--- src/rtl/edge_det_pkg.sv ---
// Shared constants, types and helpers for the multi-channel edge detector.
package edge_det_pkg;

    localparam int MAX_SYNC_STAGES = 3;

    // Kind of enabled accept event a channel reports on the current edge.
    typedef enum logic [1:0] {
        EDGE_NONE,
        EDGE_RISE,
        EDGE_FALL
    } edge_kind_e;

    function automatic int cnt_width(input int stable);
        return $clog2(stable + 1);
    endfunction

endpackage

--- src/rtl/multi_edge_detector_if.sv ---
// Channel inputs, enables, clear strobes and event outputs of the edge detector.
interface multi_edge_detector_if #(
    parameter int WIDTH = 8
);
    logic [WIDTH-1:0] din;
    logic [WIDTH-1:0] rise_en;
    logic [WIDTH-1:0] fall_en;
    logic [WIDTH-1:0] status_clr;
    logic [WIDTH-1:0] rise_pulse;
    logic [WIDTH-1:0] fall_pulse;
    logic [WIDTH-1:0] level;
    logic [WIDTH-1:0] status;
    logic             irq;

    modport master (
        output din, rise_en, fall_en, status_clr,
        input  rise_pulse, fall_pulse, level, status, irq
    );

    modport slave (
        input  din, rise_en, fall_en, status_clr,
        output rise_pulse, fall_pulse, level, status, irq
    );
endinterface

--- src/rtl/edge_det_chan.sv ---
// One channel: optional synchroniser, stability filter and registered edge pulses.
module edge_det_chan
    import edge_det_pkg::*;
#(
    parameter int SYNC_STAGES   = 0,
    parameter int STABLE_CYCLES = 1
) (
    input  logic       clk,
    input  logic       resetn,
    input  logic       din,
    input  logic       rise_en,
    input  logic       fall_en,
    output logic       level,
    output logic       rise_pulse,
    output logic       fall_pulse,
    output edge_kind_e ev
);

    localparam int            CW       = cnt_width(STABLE_CYCLES);
    localparam logic [CW-1:0] CNT_LAST = CW'(STABLE_CYCLES - 1);

    logic          s;
    logic          level_reg;
    logic [CW-1:0] cnt_reg;
    logic          rise_pulse_reg;
    logic          fall_pulse_reg;
    logic          differ;
    logic          accept;

    generate
        if (SYNC_STAGES == 0) begin : g_no_sync
            assign s = din;
        end else begin : g_sync
            logic [SYNC_STAGES-1:0] sync_reg;
            always_ff @(posedge clk or negedge resetn) begin
                if (!resetn) begin
                    sync_reg <= '0;
                end else begin
                    sync_reg[0] <= din;
                    for (int k = 1; k < SYNC_STAGES; k++) begin
                        sync_reg[k] <= sync_reg[k-1];
                    end
                end
            end
            assign s = sync_reg[SYNC_STAGES-1];
        end
    endgenerate

    // A new level is accepted only after STABLE_CYCLES consecutive differing samples.
    assign differ = (s != level_reg);
    assign accept = differ && (cnt_reg == CNT_LAST);

    always_ff @(posedge clk or negedge resetn) begin
        if (!resetn) begin
            level_reg      <= 1'b0;
            cnt_reg        <= '0;
            rise_pulse_reg <= 1'b0;
            fall_pulse_reg <= 1'b0;
        end else begin
            if (!differ) begin
                cnt_reg <= '0;
            end else if (accept) begin
                level_reg <= s;
                cnt_reg   <= '0;
            end else begin
                cnt_reg <= cnt_reg + 1'b1;
            end
            rise_pulse_reg <= accept &&  s && rise_en;
            fall_pulse_reg <= accept && !s && fall_en;
        end
    end

    always_comb begin
        ev = EDGE_NONE;
        if (accept && s && rise_en) begin
            ev = EDGE_RISE;
        end else if (accept && !s && fall_en) begin
            ev = EDGE_FALL;
        end
    end

    assign level      = level_reg;
    assign rise_pulse = rise_pulse_reg;
    assign fall_pulse = fall_pulse_reg;

endmodule

--- src/rtl/multi_edge_detector.sv ---
// WIDTH independent edge-detector channels with sticky W1C status and aggregated irq.
module multi_edge_detector
    import edge_det_pkg::*;
#(
    parameter int WIDTH         = 8,
    parameter int SYNC_STAGES   = 0,
    parameter int STABLE_CYCLES = 1
) (
    input  logic                  clk,
    input  logic                  resetn,
    multi_edge_detector_if.slave  bus
);

    generate
        if (WIDTH < 1) begin : g_bad_width
            $error("multi_edge_detector: WIDTH must be >= 1");
        end
        if (SYNC_STAGES < 0 || SYNC_STAGES > MAX_SYNC_STAGES) begin : g_bad_sync
            $error("multi_edge_detector: SYNC_STAGES must be 0..3");
        end
        if (STABLE_CYCLES < 1) begin : g_bad_stable
            $error("multi_edge_detector: STABLE_CYCLES must be >= 1");
        end
    endgenerate

    logic [WIDTH-1:0] level_vec;
    logic [WIDTH-1:0] rise_vec;
    logic [WIDTH-1:0] fall_vec;
    logic [WIDTH-1:0] status_reg;
    logic [WIDTH-1:0] status_next;
    edge_kind_e       ev_vec [WIDTH];

    generate
        for (genvar gi = 0; gi < WIDTH; gi++) begin : g_chan
            edge_det_chan #(
                .SYNC_STAGES   (SYNC_STAGES),
                .STABLE_CYCLES (STABLE_CYCLES)
            ) u_chan (
                .clk        (clk),
                .resetn     (resetn),
                .din        (bus.din[gi]),
                .rise_en    (bus.rise_en[gi]),
                .fall_en    (bus.fall_en[gi]),
                .level      (level_vec[gi]),
                .rise_pulse (rise_vec[gi]),
                .fall_pulse (fall_vec[gi]),
                .ev         (ev_vec[gi])
            );
        end
    endgenerate

    // A new event on the same edge as its clear keeps the flag set.
    always_comb begin
        status_next = status_reg & ~bus.status_clr;
        for (int k = 0; k < WIDTH; k++) begin
            if (ev_vec[k] != EDGE_NONE) begin
                status_next[k] = 1'b1;
            end
        end
    end

    always_ff @(posedge clk or negedge resetn) begin
        if (!resetn) begin
            status_reg <= '0;
        end else begin
            status_reg <= status_next;
        end
    end

    assign bus.level      = level_vec;
    assign bus.rise_pulse = rise_vec;
    assign bus.fall_pulse = fall_vec;
    assign bus.status     = status_reg;
    assign bus.irq        = |status_reg;

endmodule
--- src/flat_wrapper.sv ---
// flat-port wrapper written by rule: the top's interface ports become plain ports
module multi_edge_detector_flat import edge_det_pkg::*;
#(
    parameter int WIDTH         = 8,
    parameter int SYNC_STAGES   = 0,
    parameter int STABLE_CYCLES = 1
)
  (clk, resetn, bus_din, bus_rise_en, bus_fall_en, bus_status_clr, bus_rise_pulse, bus_fall_pulse, bus_level, bus_status, bus_irq);
  multi_edge_detector_if #(.WIDTH(WIDTH)) bus_i ();
  input  logic clk;
  input  logic resetn;
  input wire logic [$bits(bus_i.din)-1:0] bus_din;
  input wire logic [$bits(bus_i.rise_en)-1:0] bus_rise_en;
  input wire logic [$bits(bus_i.fall_en)-1:0] bus_fall_en;
  input wire logic [$bits(bus_i.status_clr)-1:0] bus_status_clr;
  output wire logic [$bits(bus_i.rise_pulse)-1:0] bus_rise_pulse;
  output wire logic [$bits(bus_i.fall_pulse)-1:0] bus_fall_pulse;
  output wire logic [$bits(bus_i.level)-1:0] bus_level;
  output wire logic [$bits(bus_i.status)-1:0] bus_status;
  output wire logic [$bits(bus_i.irq)-1:0] bus_irq;
  assign bus_i.din = bus_din;
  assign bus_i.rise_en = bus_rise_en;
  assign bus_i.fall_en = bus_fall_en;
  assign bus_i.status_clr = bus_status_clr;
  assign bus_rise_pulse = bus_i.rise_pulse;
  assign bus_fall_pulse = bus_i.fall_pulse;
  assign bus_level = bus_i.level;
  assign bus_status = bus_i.status;
  assign bus_irq = bus_i.irq;
  multi_edge_detector #(.WIDTH(WIDTH), .SYNC_STAGES(SYNC_STAGES), .STABLE_CYCLES(STABLE_CYCLES)) u_core (.clk(clk), .resetn(resetn), .bus(bus_i));
endmodule
--- config.mk ---
export PLATFORM = sky130hd
export DESIGN_NAME = multi_edge_detector_flat
export DESIGN_NICKNAME = d
export VERILOG_FILES = /design/src/rtl/edge_det_pkg.sv /design/src/rtl/multi_edge_detector_if.sv /design/src/rtl/edge_det_chan.sv /design/src/rtl/multi_edge_detector.sv /design/src/flat_wrapper.sv
export SDC_FILE = /design/constraint.sdc
export NUM_CORES = 1
export LEC_CHECK = 0
export ABC_CLOCK_PERIOD_IN_PS = 2450
export CORE_ASPECT_RATIO = 1.5
export CORE_MARGIN = 3
export CORE_UTILIZATION = 30
export CTS_CLUSTER_DIAMETER = 120
export CTS_CLUSTER_SIZE = 20
export DETAILED_ROUTE_END_ITERATION = 8
export GPL_TIMING_DRIVEN = 0
export HOLD_SLACK_MARGIN = 0.02
export SLEW_MARGIN = 20
export SYNTH_ARGS = -nofsm -noshare
export SYNTH_HDL_FRONTEND = slang
export SYNTH_SLANG_ARGS = --single-unit
export TNS_END_PERCENT = 50
--- constraint.sdc ---
create_clock -name clk -period 2.45 [get_ports clk]
set_input_delay 0.49 -clock clk [delete_from_list [all_inputs] [get_ports clk]]
set_output_delay 0.49 -clock clk [all_outputs]
set_load 0.03 [all_outputs]
==> impl_metrics.ini, run 1 <==
[run_status]
outcome = completed

[setup_path]
worstSetupEndpointType = output port
criticalPathCategory = reg -> out
reg2regPathDepth = 2
rrSetupSlack_ps = 1460
crit_arrival_ps = 1760
reg2reg_to = u_core.bus.status[1]
critPathLaunchType = register
cp.required_ps = 1960
max_stage_delay_ps = 600
crit_fanout = 3
r2r_start = u_core.g_chan[1].u_chan.cnt_reg
crit_chain = nor4_1 -> nand2_1 -> clkdlybuf4s50_1
cp_slowest_cell = clkdlybuf4s50_1

[clocking]
cts.clk_slew.worst_paths_ps = 70
cts_buffers = 5
postCtsHoldBufs = 0
h-tree-depth = 2
clockRootBuffer = clkbuf_8
cts_setup_buffers = 0
cts.path.max_buffers = 2
cts_resized = 0
clk_latency_ps = 280
numClockSinks = 40
cts_tree = done

[yosys]
synth_top_area_share = 0.598
yosysTopAreaCell = dfrtp_1
synthTopCellsByArea = dfrtp_1, buf_4, nor4bb_4
synth_cells = 114
avgSynthCellArea_um2 = 14.7
ys_seq_area_frac = 0.598
mappedNetlistArea_um2 = 1670
yosys_warnings = 0
ys_ff_latch = 40
ys_types = 14

[finish]
multiInputGateArea_um2 = 512
stdcell_count = 263
post-route-util = 0.490
layout_commonest_cell = clkdlybuf4s50_1
mostFrequentLayoutCells = clkdlybuf4s50_1, dfrtp_1, buf_4
fill_cells = 500
diodes = 0
seq_area_um2 = 1000
drive_above_1_share = 0.200
area.growth.synth_to_final_pct = 54.7
fin_nets = 229

[hold_path]
hold_class = in -> async

[timing]
fmax_mhz = 444
period_needed_ps = 2250
setup_viol = 0
hold_viol_final = 0
slew_viol_final = 0
finalCritPeriodShare = 0.920
rsz0062_at_grt = no
skew_ps = 2.80

[die]
io_pins = 67
die_y_um = 97.5
die_w_um = 67.0
die_area_um2 = 6530
rows = 32
start_util = 0.317
coreArea_um2 = 5290

[placed_design]
io_buffers = 66
placedCellCount = 256
dp_hpwl_um = 2710
place.gp.congestion = 0.640

[routing]
post_drt_wl_per_cell_um = 12.7
drt-pass1-iter-count = 2
num_vias = 1131
drt_iter0_drc = 34
viasPerCell = 4.30
drcViolationCount = 0
drt_wl_total_um = 3350
antenna_left = 0

[pwr]
powerDensity_nw_per_um2 = 651
peakVddDrop_mv = 0.384
cellLeakagePower_nw = 1.22

[grt]
antenna_found_initial = 0
grt-ovfl-total = 0
grt_pass1_wl_um = 5580
grt_usage = 0.113
grt_pass1_vias = 1229
grt_max_degree = 31

[flow_run]
max-cap-violations = 0
[worst max-delay path: cells and delay by family (launching register included)]
family,cells,cell delay (ps)
buffers and inverters,1,600
AND/OR/NAND/NOR,2,480
flip-flops,1,400
[area by class of cell]
type / instances / share of cell area
Buffer: 24 / 0.0696
Clock buffer: 5 / 0.0266
Clock inverter: 2 / 0.0232
Inverter: 2 / 0.00290
Multi-Input combinational cell: 55 / 0.198
Sequential cell: 40 / 0.386
Tap cell: 68 / 0.0329
Timing Repair Buffer: 67 / 0.261
[metrics by stage]
step                total power, mW  setup slack (ps)  hold slack [ps]  cell area [µm²]  TNS, ps
detailed placement             1.09               501              386             2460        0
CTS                            1.72               177             68.3             2590        0
finish                         1.68               196             75.6             2590        0
global placement               1.08             -36.2              502             2450    -1350
global route                   1.76               130             75.9             2590        0
floorplan                     0.921               961              194             1700        0
[Yosys cell counts]
cell	n
nor2_1	6
a211o_1	2
dfrtp_1	40
and4bb_1	4
nand2_1	1
nor4_1	2
buf_4	24
and3_1	6
nor4bb_4	6
nor2b_1	6
conb_1	1
inv_1	2
mux2_1	8
a311o_1	6
[kinds of logic after synthesis]
logic type	share of synthesized area
AOI/OAI and AO/OA	0.0463
buffers and inverters	0.112
DFF	0.598
muxes	0.0538
other	0.00224
and+or+nand+nor	0.188
[routing by layer]
| metal | GRT usage | vias up | wire, µm |
|---|---|---|---|
| met5 | 0 | - | 0 |
| met3 | 0.0428 | 4 | 342 |
| met1 | 0.114 | 547 | 1100 |
| met4 | 0.0422 | 0 | 39 |
| li1 | - | 532 | - |
| met2 | 0.201 | 48 | 1870 |
[power breakdown]
part           total [mW]  internal [mW]  switching [mW]
combinational       0.328          0.183           0.145
sequential          0.745          0.703          0.0426
clock               0.612          0.401           0.211
total                1.68           1.29           0.398
[worst max-delay path by stage]
stage                               startpoint  slack (ps)                               to  depth (start not counted)
after CTS                 u_core.bus.status[0]         180                          bus_irq                          3
after global routing      u_core.bus.status[0]         130                          bus_irq                          3
after detailed placement  u_core.bus.status[0]         500                          bus_irq                          3
final                     u_core.bus.status[0]         200                          bus_irq                          3
after floorplan           u_core.bus.status[0]         960                          bus_irq                          2
after global placement                  resetn         -40  u_core.g_chan[3].u_chan.cnt_reg                          1
No activity file was read; power rests on OpenSTA's default activity.
==> run 2: changes to the inputs <==
==> constraint.sdc (replaced) <==
create_clock -name clk -period 2.45 [get_ports clk]
set_input_delay 0.245 -clock clk [delete_from_list [all_inputs] [get_ports clk]]
set_output_delay 0.245 -clock clk [all_outputs]
set_load 0.03 [all_outputs]
==> impl_metrics.ini, run 2 (synthesis results as in run 1) <==
[setup_path]
crit_fanout = 3
reg2reg_to = u_core.bus.status[1]
reg2regPathDepth = 2
crit_arrival_ps = 1760
rrSetupSlack_ps = 1460
criticalPathCategory = reg -> out
cp.required_ps = 2200
r2r_start = u_core.g_chan[1].u_chan.cnt_reg
worstSetupEndpointType = output port
critPathLaunchType = register

[pwr]
switching_share = 0.236
powerDensity_nw_per_um2 = 649
total_power_mw = 1.69
switchingPower_mw = 0.398
peakVddDrop_mv = 0.384
p_int_mw = 1.29
clkPwrFrac = 0.363
seqPwrFrac = 0.442
cellLeakagePower_nw = 1.23
pwr-share-comb = 0.195

[grt]
antenna_found_initial = 0
grt-ovfl-total = 0
grt_max_degree = 31
grt_pass1_vias = 1229
grt_pass1_wl_um = 5580
grt_usage = 0.113

[routing]
drcViolationCount = 0
antenna_left = 0
highest_layer = met4
num_vias = 1133
viasPerCell = 4.29
post_drt_wl_per_cell_um = 12.7
met1_length_um = 1110
dr_wl_met2_um = 1870
drt-pass1-iter-count = 2
dr_wl_met3_um = 343
drt_wl_total_um = 3360
drt_iter0_drc = 30

[clocking]
cts.clk_slew.worst_paths_ps = 70
clockRootBuffer = clkbuf_8
numClockSinks = 40
cts_buffers = 5
cts_tree = done
cts_resized = 0
h-tree-depth = 2
cts.path.max_buffers = 2
clk_latency_ps = 280

[placed_design]
io_buffers = 66
placedCellCount = 256
pre_cts_slack_ps = 746
place.gp.congestion = 0.640
dp_hpwl_um = 2710
post_dp_cell_area_um2 = 2460

[die]
rows = 32
io_pins = 67
start_util = 0.317
die_w_um = 67.0
coreArea_um2 = 5290
die_y_um = 97.5
die_area_um2 = 6530

[timing]
hold_viol_final = 0
finalCritPeriodShare = 0.820
fmax_mhz = 498
setup_viol = 0
skew_ps = 2.80
rsz0062_at_grt = no
period_needed_ps = 2010
final_critical_path_setup_slack_ps = 441
whs_ps = 365
slew_viol_final = 0
finalSetupTns_ps = 0

[finish]
layout_commonest_cell = clkdlybuf4s50_1
diodes = 0
multiInputGateArea_um2 = 512
fill_cells = 499
fin_nets = 230
mostFrequentLayoutCells = clkdlybuf4s50_1, dfrtp_1, buf_4
stdcell_count = 264
area.growth.synth_to_final_pct = 55.3
finalInstanceArea_um2 = 2600
drive_above_1_share = 0.199
post-route-util = 0.492
seq_area_um2 = 1000

[run_status]
outcome = completed

[hold_path]
hold_class = in -> async

[flow_run]
max-cap-violations = 0
==> run 2: cell types whose count changed in the layout (fill, tap and decap cells not counted), sizes merged <==
| cell | before | now |
|---|---|---|
| dlygate4sd3 | 0 | 1 |
==> run 2: worst max-delay path: stages, from the launching register on <==
cell and delay (ps):
dfrtp_1 400, nor4_1 390, nand2_1 90, clkdlybuf4s50_1 600
==> run 2: how the worst max path moves through the flow <==
| stage | from | to | slack [ps] |
|---|---|---|---|
| after floorplan | u_core.bus.status[0] | bus_irq | 1210 |
| after global placement | resetn | u_core.g_chan[3].u_chan.cnt_reg | 210 |
| after detailed placement | u_core.bus.status[0] | bus_irq | 750 |
| after CTS | u_core.bus.status[0] | bus_irq | 420 |
| after global routing | u_core.bus.status[0] | bus_irq | 380 |
| final | u_core.bus.status[0] | bus_irq | 440 |
==> run 2: area by class of cell <==
cell class | instances | area share
plain buffers | 24 | 0.0693
clock inverters | 2 | 0.0231
multi-input cells | 55 | 0.197
inverters | 2 | 0.00289
repair buffers | 68 | 0.264
flip-flops and latches | 40 | 0.385
clock buffers | 5 | 0.0265
well taps | 68 | 0.0327
==> run 2: power by group through the flow <==
stage | combinational (mW) | clock, mW | sequential (mW)
6_report | 0.329 | 0.612 | 0.745
5_1_grt | 0.352 | 0.660 | 0.754
4_1_cts | 0.334 | 0.638 | 0.747
3_5_place_dp | 0.332 | 0 | 0.760
3_3_place_gp | 0.325 | 0 | 0.757
2_1_floorplan | 0.142 | 0 | 0.779
==> run 2: repair_timing <==
item	4_1_cts	5_1_grt
hold endpoints to repair	10	0
hold buffers	1	0
setup buffers	0	0
==> run 2: per-layer routing <==
metal / global-route usage / vias up
met4: 0.0422 / 0
met3: 0.0428 / 4
met5: 0 / -
met2: 0.201 / 48
li1: - / 534
met1: 0.114 / 547
